===== src/rtl/keypad_emulator.sv =====
// Emulates one key of a 3x4 scanned keypad: on command it closes the matrix
// contact for a key with configurable press/release bounce, hold time and gap.
module keypad_emulator #(
  parameter int BOUNCE_LEN    = 16,
  parameter int BOUNCE_TOGGLE = 3,
  parameter int GAP_CYCLES    = 4
) (
  input  logic        clk,
  input  logic        rst_n,
  input  logic [3:0]  col_in,
  output logic [3:0]  row_out,
  input  logic [3:0]  key_code,
  input  logic        key_valid,
  output logic        key_ready,
  input  logic [15:0] hold_cycles,
  output logic        busy,
  output logic        done,
  output logic        err,
  output logic [7:0]  press_count,
  output logic [2:0]  dbg_state_o
);

  typedef enum logic [2:0] {
    IDLE           = 3'd0,
    PRESS_BOUNCE   = 3'd1,
    HOLD           = 3'd2,
    RELEASE_BOUNCE = 3'd3,
    GAP            = 3'd4
  } state_t;

  localparam bit          BOUNCE_EN = (BOUNCE_LEN > 0);
  localparam logic [15:0] BOUNCE_M1 = BOUNCE_EN ? 16'(BOUNCE_LEN - 1) : 16'd0;
  localparam logic [15:0] TOGGLE_M1 = 16'(BOUNCE_TOGGLE - 1);
  localparam logic [15:0] GAP_M1    = 16'(GAP_CYCLES - 1);

  state_t      state_q;
  logic [3:0]  code_q;
  logic [15:0] hold_q;
  logic [15:0] cnt_q;
  logic [15:0] tog_q;
  logic        phase_q;
  logic        err_q;
  logic [7:0]  press_count_q;

  logic [15:0] hold_d;
  logic        contact;
  logic [1:0]  col_bit;
  logic [1:0]  row_bit;

  // Hold length minus one; a request of zero still gives one closed cycle.
  assign hold_d = (hold_cycles == 16'd0) ? 16'd0 : hold_cycles - 16'd1;

  always_ff @(posedge clk) begin
    if (!rst_n) begin
      state_q       <= IDLE;
      code_q        <= 4'd0;
      hold_q        <= 16'd0;
      cnt_q         <= 16'd0;
      tog_q         <= 16'd0;
      phase_q       <= 1'b0;
      err_q         <= 1'b0;
      press_count_q <= 8'd0;
    end else begin
      err_q <= 1'b0;
      if (state_q == PRESS_BOUNCE || state_q == RELEASE_BOUNCE) begin
        if (tog_q == TOGGLE_M1) begin
          tog_q   <= 16'd0;
          phase_q <= ~phase_q;
        end else begin
          tog_q <= tog_q + 16'd1;
        end
      end
      case (state_q)
        IDLE: begin
          if (key_valid) begin
            code_q  <= key_code;
            hold_q  <= hold_d;
            tog_q   <= 16'd0;
            phase_q <= 1'b0;
            if (key_code > 4'hA) begin
              err_q <= 1'b1;
            end else if (BOUNCE_EN) begin
              state_q <= PRESS_BOUNCE;
              cnt_q   <= BOUNCE_M1;
            end else begin
              state_q <= HOLD;
              cnt_q   <= hold_d;
            end
          end
        end
        PRESS_BOUNCE: begin
          if (cnt_q == 16'd0) begin
            state_q <= HOLD;
            cnt_q   <= hold_q;
          end else begin
            cnt_q <= cnt_q - 16'd1;
          end
        end
        HOLD: begin
          if (cnt_q != 16'd0) begin
            cnt_q <= cnt_q - 16'd1;
          end else if (BOUNCE_EN) begin
            state_q <= RELEASE_BOUNCE;
            cnt_q   <= BOUNCE_M1;
            tog_q   <= 16'd0;
            phase_q <= 1'b0;
          end else begin
            state_q <= GAP;
            cnt_q   <= GAP_M1;
          end
        end
        RELEASE_BOUNCE: begin
          if (cnt_q == 16'd0) begin
            state_q <= GAP;
            cnt_q   <= GAP_M1;
          end else begin
            cnt_q <= cnt_q - 16'd1;
          end
        end
        GAP: begin
          if (cnt_q == 16'd0) begin
            state_q       <= IDLE;
            press_count_q <= press_count_q + 8'd1;
          end else begin
            cnt_q <= cnt_q - 16'd1;
          end
        end
        default: state_q <= IDLE;
      endcase
    end
  end

  // Press bounce starts closed, release bounce starts open.
  always_comb begin
    contact = 1'b0;
    case (state_q)
      PRESS_BOUNCE:   contact = ~phase_q;
      HOLD:           contact = 1'b1;
      RELEASE_BOUNCE: contact = phase_q;
      default:        contact = 1'b0;
    endcase
  end

  // Bit positions: col0/row0 live in bit 3.
  always_comb begin
    col_bit = 2'd0;
    row_bit = 2'd3;
    case (code_q)
      4'h1: begin col_bit = 2'd3; row_bit = 2'd3; end
      4'h4: begin col_bit = 2'd3; row_bit = 2'd2; end
      4'h7: begin col_bit = 2'd3; row_bit = 2'd1; end
      4'h2: begin col_bit = 2'd2; row_bit = 2'd3; end
      4'h5: begin col_bit = 2'd2; row_bit = 2'd2; end
      4'h8: begin col_bit = 2'd2; row_bit = 2'd1; end
      4'h0: begin col_bit = 2'd2; row_bit = 2'd0; end
      4'h3: begin col_bit = 2'd1; row_bit = 2'd3; end
      4'h6: begin col_bit = 2'd1; row_bit = 2'd2; end
      4'h9: begin col_bit = 2'd1; row_bit = 2'd1; end
      4'hA: begin col_bit = 2'd1; row_bit = 2'd0; end
      default: begin col_bit = 2'd0; row_bit = 2'd3; end
    endcase
  end

  always_comb begin
    row_out = 4'b1111;
    if (contact && !col_in[col_bit]) row_out[row_bit] = 1'b0;
  end

  assign key_ready   = (state_q == IDLE);
  assign busy        = (state_q != IDLE);
  assign done        = (state_q == GAP) && (cnt_q == 16'd0);
  assign err         = err_q;
  assign press_count = press_count_q;
  assign dbg_state_o = state_q;

endmodule

===== config.mk =====
export PLATFORM = sky130hd
export DESIGN_NAME = keypad_emulator
export DESIGN_NICKNAME = d
export VERILOG_FILES = /design/src/rtl/keypad_emulator.sv
export SDC_FILE = /design/constraint.sdc
export NUM_CORES = 1
export LEC_CHECK = 0
export ABC_AREA = 1
export CAP_MARGIN = 20
export CORE_MARGIN = 3
export CORE_UTILIZATION = 30
export CTS_CLUSTER_DIAMETER = 60
export DETAILED_ROUTE_END_ITERATION = 8
export GPL_TIMING_DRIVEN = 0
export HOLD_SLACK_MARGIN = 0.1
export PLACE_DENSITY_LB_ADDON = 0.25
export SLEW_MARGIN = 20
export SYNTH_ARGS = -nofsm -noshare
export SYNTH_HDL_FRONTEND = slang
export SYNTH_SLANG_ARGS = --single-unit

===== constraint.sdc =====
create_clock -name clk -period 2.1 [get_ports clk]
set_clock_uncertainty 0.1 [all_clocks]
set_input_delay 0.63 -clock clk [delete_from_list [all_inputs] [get_ports clk]]
set_output_delay 0.63 -clock clk [all_outputs]
set_load 0.01 [all_outputs]

# Yosys cells after proc, flatten, opt, wreduce, memory -nomap -nowiden

Memory sizes are Yosys's and may differ from the RTL's. A register that Yosys moved wholly into a read port is not among the register bits.
Cells that the tools add are included.

Add/sub/neg operators: 4
Magnitude comparators: 4
Equality and inequality tests: 12
Multiplexer cells: 34
Bitwise logic cells: 2
Reductions and logical operators: 16

Operators with widths:

| cell                                                        | number |
|---|---|
| two-way mux 16 bit                                          | 11 |
| one-hot mux 16 bit (5 select lines)                         | 1 |
| logical NOT 16 bit                                          | 2 |
| one-hot mux 16 bit (2 select lines)                         | 1 |
| subtractor 16 x 1 -> 16 bit (second input constant)         | 2 |
| two-way mux 3 bit                                           | 6 |
| adder 16 x 1 -> 16 bit (second input constant)              | 1 |
| equality test 16 x 2 -> 1 bit (second input constant)       | 1 |
| nonzero test 16 bit                                         | 1 |
| one-hot mux 3 bit (5 select lines)                          | 1 |
| two-way mux 4 bit                                           | 3 |
| != test 2 bit (second input constant)                       | 5 |
| adder 8 x 1 -> 8 bit (second input constant)                | 1 |
| two-way mux 1 bit                                           | 7 |
| equality test 3 x 2 -> 1 bit (second input constant)        | 2 |
| less-than comparator 2 x 3 -> 1 bit (second input constant) | 2 |
| AND reduction 6 bit                                         | 1 |
| nonzero test 5 bit                                          | 1 |
| > comparator 4 bit (second input constant)                  | 1 |
| != test 2 x 1 -> 1 bit (second input constant)              | 2 |
| NOT 4 bit                                                   | 1 |
| AND reduction 2 bit                                         | 2 |
| AND reduction 4 bit                                         | 1 |
| equality test 3 x 1 -> 1 bit (second input constant)        | 1 |
| 13 further kinds                                            | 15 |

Flip-flop bits (word level): 65
Memory bits (read-only): 64
Logic and storage cells: 81
Memories: 1

Memory list:

| memory          | depth | bits a word | read ports | clocked after Yosys merged registers in | write ports | RTL line | source |
|---|---|---|---|---|---|---|---|
| (no name shown) | 16    | 4           | 1          | 1                                       | 0           | 148      | `case (code_q)` |

# Longest topological paths before layout

Depth after elaboration: 6
Depth in mapped cells: 12

# Least setup slack after synthesis

No wires, ideal clock.

Path kind: reg2out
Start: reg state_q[0] (netlist: dbg_state_o[0])
End: out row_out[0]
Arrival: 1.382 ns
Data required time: 1.370 ns
Slack: -0.012 ns
Stages on the path, launching flop included: 8
Buffers on the path: 0
Cells stage by stage: dfxtp_1 nand2_1 nor2_1 inv_1 o21ai_0 o221ai_1 nor2_1 nand2_1

Word-level cells in the longest chain between the ends: 4

RTL lines:

| element                                                                             | RTL line | source |
|---|---|---|
| start: declaration                                                                  | 36       | `state_t state_q;` |
| start signal: assignment                                                            | 55       | `state_q <= IDLE;` |
| start signal: assignment                                                            | 83       | `state_q <= PRESS_BOUNCE;` |
| start signal: assignment                                                            | 86       | `state_q <= HOLD;` |
| equality test 3 x 2 -> 1 bit / equality test 3 x 1 -> 1 bit (equally long branches) | 136      | `case (state_q)` |
| one-hot mux 1 bit (3 select lines) *                                                | 136      |  |
| logical AND 1 bit *                                                                 | 166      | `if (contact && !col_in[col_bit]) row_out[row_bit] = 1'b0;` |
| two-way mux 4 bit *                                                                 | 166      |  |
| end: declaration                                                                    | 11       | `output logic [3:0] row_out,` |

Every way passes the cells marked *; elsewhere a longest branch is shown, timed or not.

# Worst setup path after layout

Start: reg state_q[2] (netlist: dbg_state_o[2])
End: out row_out[1]

Same word-level chain as after synthesis.

==> reports/results.ini <==
[logic_synthesis]
syn_nets=658
ys.flop_type=dfxtp_1
synthCells=621
ys_ff_latch=69
synth_sequential_area_ratio_pct=33.4
synth_edf_count=0
syn_area_per_cell_um2=6.66
async_flop_share_pct=0
synth.distinct_cells=41
yosysWarnings=0
syn_area_mm2=0.00414

[worst_setup_path]
reg2reg_depth=14
worst_setup_path_end_kind=output port
slowest_stage=dfxtp_4
worstPathRequired_ns=1.37
arrival_ns=1.65
cp-start-kind=flop
r2r_slack_ns=-0.03
crit_type=reg -> out
startpoint=dbg_state_o[2]$_SDFFE_PN0P_
cp_slowest_stage_delay_ns=0.37
crit_buf_inv=4
path_cells=inv_4, nand2_4, nor2_4, inv_2, o21ai_2, o221ai_2, nor2_1, buf_4, nand2_2, buf_6
rr_endpoint=col_bit[1]$_DFF_P_
worst_path_dominant_cell_family=flip-flops
critPathMaxFanout=4
reg2reg_from=dbg_state_o[0]$_SDFFE_PN0P_

[routing]
vias_per_cell=4.72
finalWirelength_mm=11.7
drtPass1Iterations=5
final_antenna_net_count=0
dr_total_vias=4217
drc=0
wl_per_cell_um=13.1
drtIter0Drc=246

[finish]
regArea_mm2=0.00141
nets=750
drive_gt1_share_pct=22.7
fin_cells=893
multi_input_area_mm2=0.00263
antennaDiodeCount=0
syn_to_final_growth_pct=38.7
nFillCells=1398
final_util_pct=43.0

[die]
core_region_area_mm2=0.0133
start_util_pct=31.0
die-width_um=123
num_rows=42
die_y_um=123
io_pins=46
die_area_mm2=0.0152

[pwr]
p_sw_mw=3.41
switching_share_pct=43.0
pwr-share-comb_pct=52.6
pwr_density_cell_mw_per_mm2=1380
intPower_mw=4.51
leakagePower_nw=2.53
clockPowerShare_pct=23.8
pwr-share-seq_pct=23.6
vdd_drop_max_v=0.000534

[timing]
slew_headroom_pct=51.2
finalSetupTns_ns=-1.21
tightest_slew_ns=0.731
finalWorstSetupSlack_ns=-0.284
rsz0062_at_grt=yes
hold_viol=0
drv_slew=0
final.period_utilization_pct=114
period_needed_ns=2.38
setup_viol=7
timing.fmax_mhz=420
holdWs_ns=0.375

[place]
io_buffers=44
gp_congestion=0.919
place_ws_ns=-0.757
dp_hpwl_mm=8.48
place_inst=841

[cts]
cts_buffer_depth=2
clock_sinks=69
clk_pin_slew_ns=0.06
cts_htree_levels=3
clkLatencyLatePin_ns=0.35
cts_root_buf=clkbuf_16
cts_buffers=9
cts_tree=built

[worst_hold_path]
whs_endpoint=hold_q[8]$_SDFFE_PN0P_
hp-class=reg -> reg
min_from=hold_q[8]$_SDFFE_PN0P_
hold_depth=2

[global_route]
grt_pass1_vias=4011
met2_usage_pct=25.3
met3_usage_pct=3.25
grt-busiest-layer=met2
grt_pass1_wl_mm=18.6
antenna_found_initial=0
grt_overflow=0
use_met1_pct=19.8
grt_max_degree=13
grt_use_total_pct=15.4

[flow_run]
cap_viol_max_count=0

[outcome]
violations=negative setup slack
status=finished, violations left

final cells by class:
| class | instances | share of cell area, % |
|---|---|---|
| Multi-Input combinational cell | 457 | 45.8 |
| Sequential cell | 69 | 24.5 |
| Timing Repair Buffer | 80 | 12.6 |
| Inverter | 85 | 5.82 |
| Clock buffer | 9 | 3.93 |
| Tap cell | 176 | 3.84 |
| Clock inverter | 6 | 2.38 |
| Buffer | 11 | 1.16 |
registers in the layout, summed over array words and instances, names as in the netlist:
name and count:
dbg_state_o 3, code_q 4, press_count 8, tog_q 16
col_bit 2, hold_q 16, cnt_q 16, phase_q 1
row_bit 2, err 1
metrics by stage:
stage / power (mW) / cell area, um2
6_report: 7.92 / 5740
5_1_grt: 8.51 / 5740
4_1_cts: 7.43 / 5350
3_5_place_dp: 5.21 / 4800
3_3_place_gp: 5.15 / 4800
2_1_floorplan: 4.31 / 4140
worst max-delay path by stage:
| stage | cells after the start | endpoint | slack, ns |
|---|---|---|---|
| after floorplan | 7 | row_out[0] | 0.05 |
| after global placement | 7 | done | -0.73 |
| after detailed placement | 7 | done | -0.76 |
| after CTS | 10 | row_out[1] | -0.37 |
| final | 10 | row_out[1] | -0.28 |
| after global routing | 10 | row_out[1] | -0.39 |
worst reg2reg max path, cell delays in order (launching register included):
cell	delay, ns
dfxtp_4	0.37
nor2_4	0.14
buf_4	0.13
inv_4	0.04
nor2_4	0.09
buf_6	0.12
nand2_4	0.07
buf_4	0.14
or2_0	0.21
nand3_2	0.12
buf_6	0.12
ha_2	0.18
a21oi_2	0.06
nand2_1	0.07
o21ai_1	0.07
cells by family after synthesis:
group	synth area share [%]
muxes	0.242
AOI/OAI and AO/OA	11.3
adders and majority gates	3.02
and+or+nand+nor	36.0
DFF	33.4
buffers and inverters	9.29
xor gates and xnor gates	6.78
per-layer routing:
metal | vias up | wire, um
li1 | 2187 | -
met1 | 1937 | 5430
met2 | 77 | 5700
met3 | 16 | 375
met4 | 0 | 203
met5 | - | 0
power by group through the flow:
stage	Combinational, mW	Sequential, mW	Clock, mW
finish	4.17	1.87	1.88
global route	4.64	1.90	1.97
CTS	3.69	1.83	1.91
detailed placement	3.40	1.81	0
global placement	3.35	1.80	0
floorplan	2.54	1.77	0
timing repair:
action	CTS	global route
hold buffers	0	0
cloned	0	1
pin swaps	16	35
gates resized for setup	70	72
setup buffers	13	23
setup endpoints to repair	54	49
cells in the final DEF, fill, tap and decap left out, types with 11 or more instances in the layout:
cell | Yosys | final
o21ai_0 | 31 | 27
xor2_1 | 19 | 19
nand2_2 | 4 | 11
buf_4 | 1 | 33
dfxtp_1 | 69 | 56
clkdlybuf4s50_1 | 0 | 24
nor2_4 | 4 | 14
inv_1 | 75 | 69
nand2_1 | 161 | 149
nand3_1 | 50 | 49
a21oi_1 | 25 | 24
nand4_1 | 14 | 14
nor2_1 | 72 | 54
xnor2_1 | 13 | 13
cells in the mapped netlist, types with 2 or more instances:
master / instances / area [um2]
a21oi_1: 25 / 125
a21oi_2: 9 / 78.8
clkbuf_1: 6 / 22.5
dfxtp_1: 69 / 1380
ha_1: 10 / 125
inv_1: 75 / 282
inv_2: 10 / 37.5
nand2_1: 161 / 604
nand2_2: 4 / 25.0
nand3_1: 50 / 250
nand3_2: 2 / 20.0
nand4_1: 14 / 87.6
nor2_1: 72 / 270
nor2_4: 4 / 45.0
nor3_1: 7 / 35.0
nor4_1: 3 / 18.8
nor4_2: 2 / 25.0
o211ai_1: 3 / 22.5
o21ai_0: 31 / 155
o21ai_1: 6 / 30.0
o22ai_1: 4 / 25.0
or2_0: 2 / 12.5
or2_2: 4 / 25.0
xnor2_1: 13 / 114
xor2_1: 19 / 166
Power figures use the tool's default switching activity.
